--- config.mk ---
export PLATFORM = sky130hd
export DESIGN_NAME = muller_c_pipeline
export DESIGN_NICKNAME = d
export VERILOG_FILES = /design/src/rtl/muller_pkg.sv /design/src/rtl/muller_c_stage.sv /design/src/rtl/muller_c_pipeline.sv
export SDC_FILE = /design/constraint.sdc
export NUM_CORES = 1
export LEC_CHECK = 0
export CORE_MARGIN = 5
export CORE_UTILIZATION = 46
export DETAILED_ROUTE_END_ITERATION = 16
export PLACE_DENSITY = 0.74
export SETUP_SLACK_MARGIN = 0.5
export SYNTH_ARGS = -nofsm -noshare
export SYNTH_HDL_FRONTEND = slang
export SYNTH_SLANG_ARGS = --single-unit
--- constraint.sdc ---
create_clock -name wb_clk_i -period 1.8 [get_ports wb_clk_i]
set_input_delay 0.36 -clock wb_clk_i [delete_from_list [all_inputs] [get_ports wb_clk_i]]
set_output_delay 0.36 -clock wb_clk_i [all_outputs]
set_load 0.05 [all_outputs]
--- src/rtl/muller_pkg.sv ---
// Shared definitions for the Muller C-element micropipeline: protocol
// selectors and the C-element update rule used by every stage.
package muller_pkg;

  // Handshake protocol selectors for the PROTO parameter.
  localparam int PROTO_4PH = 0;  // return-to-zero: one item per full req/ack cycle
  localparam int PROTO_2PH = 1;  // transition: every edge of req/ack is one token

  // C-element rule: when both inputs agree the output adopts their value,
  // otherwise it keeps its previous value.
  function automatic logic c_next(input logic a, input logic b, input logic q);
    return (a == b) ? a : q;
  endfunction

endpackage

--- src/rtl/muller_c_stage.sv ---
// One micropipeline stage: a clocked C-element control bit plus the data
// register bundled with it. The data register captures its predecessor's data
// whenever the control bit accepts a new item (rise for 4-phase, any toggle
// for 2-phase).
module muller_c_stage
  import muller_pkg::*;
#(
  parameter int DATA_W = 8,
  parameter int PROTO  = PROTO_4PH
) (
  input  logic              wb_clk_i,
  input  logic              wb_rst_i,
  input  logic              prev_c,   // control of the stage before (or in_req)
  input  logic              next_c,   // control of the stage after (or out_ack)
  input  logic [DATA_W-1:0] prev_d,   // data of the stage before (or in_data)
  output logic              c_o,
  output logic [DATA_W-1:0] d_o
);

  logic              c_q;
  logic              c_d;
  logic [DATA_W-1:0] d_q;
  logic [DATA_W-1:0] d_d;
  logic              capture;

  // Next control bit from the C-element rule and the matching data capture.
  always_comb begin
    c_d     = c_next(prev_c, ~next_c, c_q);
    capture = 1'b0;
    if (PROTO == PROTO_2PH) begin
      capture = c_d ^ c_q;
    end else begin
      capture = c_d & ~c_q;
    end
    d_d = capture ? prev_d : d_q;
  end

  // Control and data registers, cleared by synchronous reset.
  always_ff @(posedge wb_clk_i) begin
    if (wb_rst_i) begin
      c_q <= 1'b0;
      d_q <= '0;
    end else begin
      c_q <= c_d;
      d_q <= d_d;
    end
  end

  assign c_o = c_q;
  assign d_o = d_q;

endmodule

--- src/rtl/muller_c_pipeline.sv ---
// Clocked Muller C-element micropipeline: DEPTH chained C-element stages with
// bundled data, 4-phase or 2-phase handshaking, combinational occupancy and a
// sticky producer-protocol checker. Every stage reads only registered
// neighbour state, so no combinational path exists from inputs to req/ack.
module muller_c_pipeline
  import muller_pkg::*;
#(
  parameter  int DEPTH  = 4,
  parameter  int DATA_W = 8,
  parameter  int PROTO  = PROTO_4PH,
  localparam int OCC_W  = $clog2(DEPTH + 1)
) (
  input  logic              wb_clk_i,
  input  logic              wb_rst_i,
  input  logic              in_req,
  output logic              in_ack,
  input  logic [DATA_W-1:0] in_data,
  output logic              out_req,
  input  logic              out_ack,
  output logic [DATA_W-1:0] out_data,
  output logic [OCC_W-1:0]  occupancy,
  output logic              proto_err
);

  logic [DEPTH-1:0]  c;
  logic [DATA_W-1:0] d [DEPTH];

  // Stage chain: stage 0 sees in_req/in_data, the last stage sees out_ack.
  for (genvar i = 0; i < DEPTH; i++) begin : g_stage
    logic              pc;
    logic              nc;
    logic [DATA_W-1:0] pd;

    if (i == 0) begin : g_first
      assign pc = in_req;
      assign pd = in_data;
    end else begin : g_mid
      assign pc = c[i-1];
      assign pd = d[i-1];
    end

    if (i == DEPTH - 1) begin : g_last
      assign nc = out_ack;
    end else begin : g_inner
      assign nc = c[i+1];
    end

    muller_c_stage #(
      .DATA_W (DATA_W),
      .PROTO  (PROTO)
    ) u_stage (
      .wb_clk_i (wb_clk_i),
      .wb_rst_i (wb_rst_i),
      .prev_c   (pc),
      .next_c   (nc),
      .prev_d   (pd),
      .c_o      (c[i]),
      .d_o      (d[i])
    );
  end

  assign in_ack   = c[0];
  assign out_req  = c[DEPTH-1];
  assign out_data = d[DEPTH-1];

  // Occupancy: control vector extended with out_ack as the stage past the end.
  // 4-phase counts item heads (1 followed by 0); 2-phase counts boundaries.
  logic [DEPTH:0]   c_ext;
  logic [OCC_W-1:0] occ_sum;

  assign c_ext = {out_ack, c};

  // Count occupied positions along the chain.
  always_comb begin
    occ_sum = '0;
    for (int k = 0; k < DEPTH; k++) begin
      if (PROTO == PROTO_2PH) begin
        occ_sum = occ_sum + OCC_W'(c_ext[k] ^ c_ext[k+1]);
      end else begin
        occ_sum = occ_sum + OCC_W'(c_ext[k] & ~c_ext[k+1]);
      end
    end
  end

  assign occupancy = occ_sum;

  // Producer protocol checker: a change of in_req while the previous request
  // is still unacknowledged (req_q != in_ack) is a violation. A request held
  // through reset release looks like a fresh edge with req_q == in_ack == 0,
  // so it is not flagged.
  logic req_q;
  logic req_d;
  logic err_q;
  logic err_d;

  // Next-state for the request copy and the sticky error flag.
  always_comb begin
    req_d = in_req;
    err_d = err_q | ((in_req != req_q) && (req_q != c[0]));
  end

  // Checker registers.
  always_ff @(posedge wb_clk_i) begin
    if (wb_rst_i) begin
      req_q <= 1'b0;
      err_q <= 1'b0;
    end else begin
      req_q <= req_d;
      err_q <= err_d;
    end
  end

  assign proto_err = err_q;

endmodule
==> results of run 1 <==
layout by cell type (no fill, tap or decap), types with 3 or more instances in the layout:
| master | n |
|---|---|
| clkdlybuf4s50_1 | 11 |
| buf_4 | 17 |
| or3b_4 | 4 |
| nor2_1 | 4 |
| inv_2 | 4 |
| nand2_1 | 45 |
| clkbuf_4 | 5 |
| a21oi_1 | 23 |
| o21ai_0 | 3 |
| buf_6 | 10 |
| buf_12 | 4 |
| dfxtp_1 | 34 |
| a21oi_2 | 12 |
| nand2_2 | 23 |
power by group through the flow:
stage	clock (uW)	combinational [uW]	sequential (uW)
3_5_place_dp	0	340	907
3_3_place_gp	0	329	904
6_report	450	422	893
5_1_grt	512	455	897
2_1_floorplan	0	219	920
4_1_cts	463	380	889
per-layer routing:
| metal | wire length [um] | share of wire [%] |
|---|---|---|
| met1 | 1285 | 42 |
| met2 | 1570 | 52 |
| met3 | 153 | 5.0 |
| met4 | 35 | 1.1 |
| met5 | 0 | 0 |
logic make-up after synthesis:
family / count (synthesis)
DFF: 38
and+or+nand+nor: 82
adders and majority gates: 4
buffers and inverters: 16
AOI/OAI and AO/OA: 39
what timing repair did:
action	in CTS	in global routing
endpoints found under the setup margin	15	34
endpoints found under the hold margin	0	0
resized for setup	17	39
pin swaps	5	30
buffers inserted	4	2
flip-flops by register name (all words and copies together), names as in the netlist:
register	flops
proto_err	1
g_stage.u_stage.c_o	4
g_stage.u_stage.d_o	32
req_q	1
worst min-delay path by stage:
stage	depth (start not counted)	start	slack, ns	end
6_report	2	g_stage[3].u_stage.d_o[6]	0.46	g_stage[3].u_stage.d_o[6]
5_1_grt	2	g_stage[3].u_stage.d_o[6]	0.48	g_stage[3].u_stage.d_o[6]
4_1_cts	2	g_stage[3].u_stage.d_o[6]	0.46	g_stage[3].u_stage.d_o[6]
3_5_place_dp	2	g_stage[2].u_stage.d_o[0]	0.45	g_stage[3].u_stage.d_o[0]
3_3_place_gp	2	g_stage[1].u_stage.d_o[0]	0.44	g_stage[2].u_stage.d_o[0]
2_1_floorplan	2	g_stage[0].u_stage.d_o[0]	0.43	g_stage[1].u_stage.d_o[0]
area by class of cell:
| type | instances | area, sq um | area share (%) |
|---|---|---|---|
| multi-input cells | 125 | 772.0 | 36.12 |
| flip-flops and latches | 38 | 770.7 | 36.07 |
| repair buffers | 44 | 460.4 | 21.55 |
| clock buffers | 7 | 55.05 | 2.576 |
| well taps | 44 | 55.05 | 2.576 |
| inverters | 5 | 18.77 | 0.8782 |
| clock inverters | 1 | 5.005 | 0.2342 |
metrics by stage:
stage	utilization, %	power (uW)	instance area [sq um]
CTS	64.88	1732	1997
floorplan	-	1139	1524
global placement	60.33	1234	1857
global route	69.43	1864	2137
finish	69.43	1764	2137
detailed placement	60.33	1246	1857
worst reg2reg max path: stages (launching register included):
cell	delay (ns)
dfxtp_2	0.35
buf_4	0.13
buf_6	0.11
buf_6	0.12
or3b_4	0.47
nand2_2	0.09
a21oi_2	0.05
synth_stat cells (all sizes together):
cell type / number
ha: 2
clkbuf: 3
maj3: 1
inv: 5
or3b: 4
dfxtp: 38
a221oi: 1
nor2b: 2
buf: 8
fa: 1
nor3b: 4
o21ai: 3
nand2: 68
a21oi: 35
nor2: 4
==> metrics.txt, run 1 <==
run status complete, but fails checks; violated checks setup timing; Area contributors post-synth dfxtp_1, nand2_1, a21oi_1; routed via count 1247; DRC 0; Horiz. Die Dim roughly 67 um; Synth Area in Simple Gates 24.75%; Net Count, Synth approximately 190; Inserted Diodes 0; Clk pwr share 25.5%; Initial Util 48.29%; final non-filler cell total 264; Core Area 0.003078 sq mm; RePlAce Congestion approximately 0.69; site row count 20; Post-Syn Area 0.001486 sq mm; ratio of final minimum period to clock period 129.4%; clock slew at reported path FFs roughly 0.11 ns; Clock H-tree levels 2; drt total wl 3045 um; met3 usage 4.216%; Comb pwr share 23.9%; CTS tree built; initial DRC count 58; slowest cell on the critical path fa_1; maximum VDD drop between 0.5 and 0.6 mV; path length in cells of the critical path 7; Yosys top cell area share 51.18%; setup tns final -1.333 ns; critical path endpoint occupancy[1]; largest family of logic cells by synthesized area simple AND/OR/NAND/NOR gates; Final setup viols 3; clk_skew 0.007837 ns; LEAKAGE 0.0007739 uW; Netlist cell types 17; Cell Pwr Density 825.4 mW/mm^2; Worst EP arrival slightly below 2 ns; busiest layer in global routing met2; io pins 26; clock sink count 38; Mapped Cells roughly 180; Final Hold Viols 0; vias per std cell 4.723; P&R area growth vs syn 43.77%; Slew Viols, Final 0; reg-to-reg setup timing slack 0.38 ns; clk_lat worst skew 0.34 ns; reg-to-reg endpoint g_stage[1].u_stage.d_o[5]; Fin Hold WS 0.4582 ns; register area share after synthesis 51.18%; die span in y 66.85 um; Flop pwr share about half; GRT Total Usage about 15%; Post-Place Worst Slack -0.1815 ns; net load switching power 497.4 uW; WS Path Type flip-flop to output port; hold crit path type flip-flop to flip-flop; Int Power 1266 uW; Critical Path Source Type flip-flop; crit-path cells inv_2 -> nand2_2 -> fa_1 -> inv_2 -> ha_4 -> ha_4 -> buf_12; area share of fa/ha/maj cells after synthesis 3.704%; Sw Ratio ~28%; fmax 429.5 MHz; global-route track usage on met2 26.73%; # port buffers 25; worst setup margin -0.5284 ns; buffers and inverters on the worst path 3; largest net degree at the start of global routing 39; # Max-Cap Violations 0; fillcell total between 200 and 250; drt wl/cell around 12 um; vias in the first global route roughly 1200; CP endpoint kind output port; CP top delay family adder cells; layout cells sized above 1 a little over two fifths; Max clock buf depth 2; Final #Nets 234; Syn Area/Cell slightly above 8 sq um; full die area 0.004468 sq mm; multiplexer share of the synthesized area 0%; critical path's largest stage delay 0.55 ns; met1 Use GR 15.73%; GRT overflow 0; first-pass detailed-route iteration total 5; cts hold-fix bufs 0; crit path time final 2.328 ns; post-synthesis compound-gate area fraction 13.38%; initial antenna violation count 0; Worst EP required 1.44 ns; relative slew slack roughly 79%; Worst R2R Start g_stage[1].u_stage.c_o; first-pass GRT wire length between 4000 and 5000 um; XOR/XNOR Fraction of Synth Area 0%; Synth Warn # 0; placed insts 250; post-synth top area cell dfxtp_1; Synth Register Bits 38; RSZ-0062 raised after global routing true; Root Buffer clkbuf_4; TritonCTS Buffers 5; crit path launch g_stage[1].u_stage.c_o; crit-path max FO 3; Worst R2R Path Depth 6; post-route ant nets 0; dpl hpwl 2087 um; worst slew pin tran 0.3160 ns
(Power assumes the default switching activity.)
==> run 2, diff against run 1 <==
CTS_CLUSTER_DIAMETER = 80   (was unset)
SLEW_MARGIN = 20   (was unset)
==> results of run 2 <==
Same layout as run 1: the final DEF is identical, and so are final timing and power.
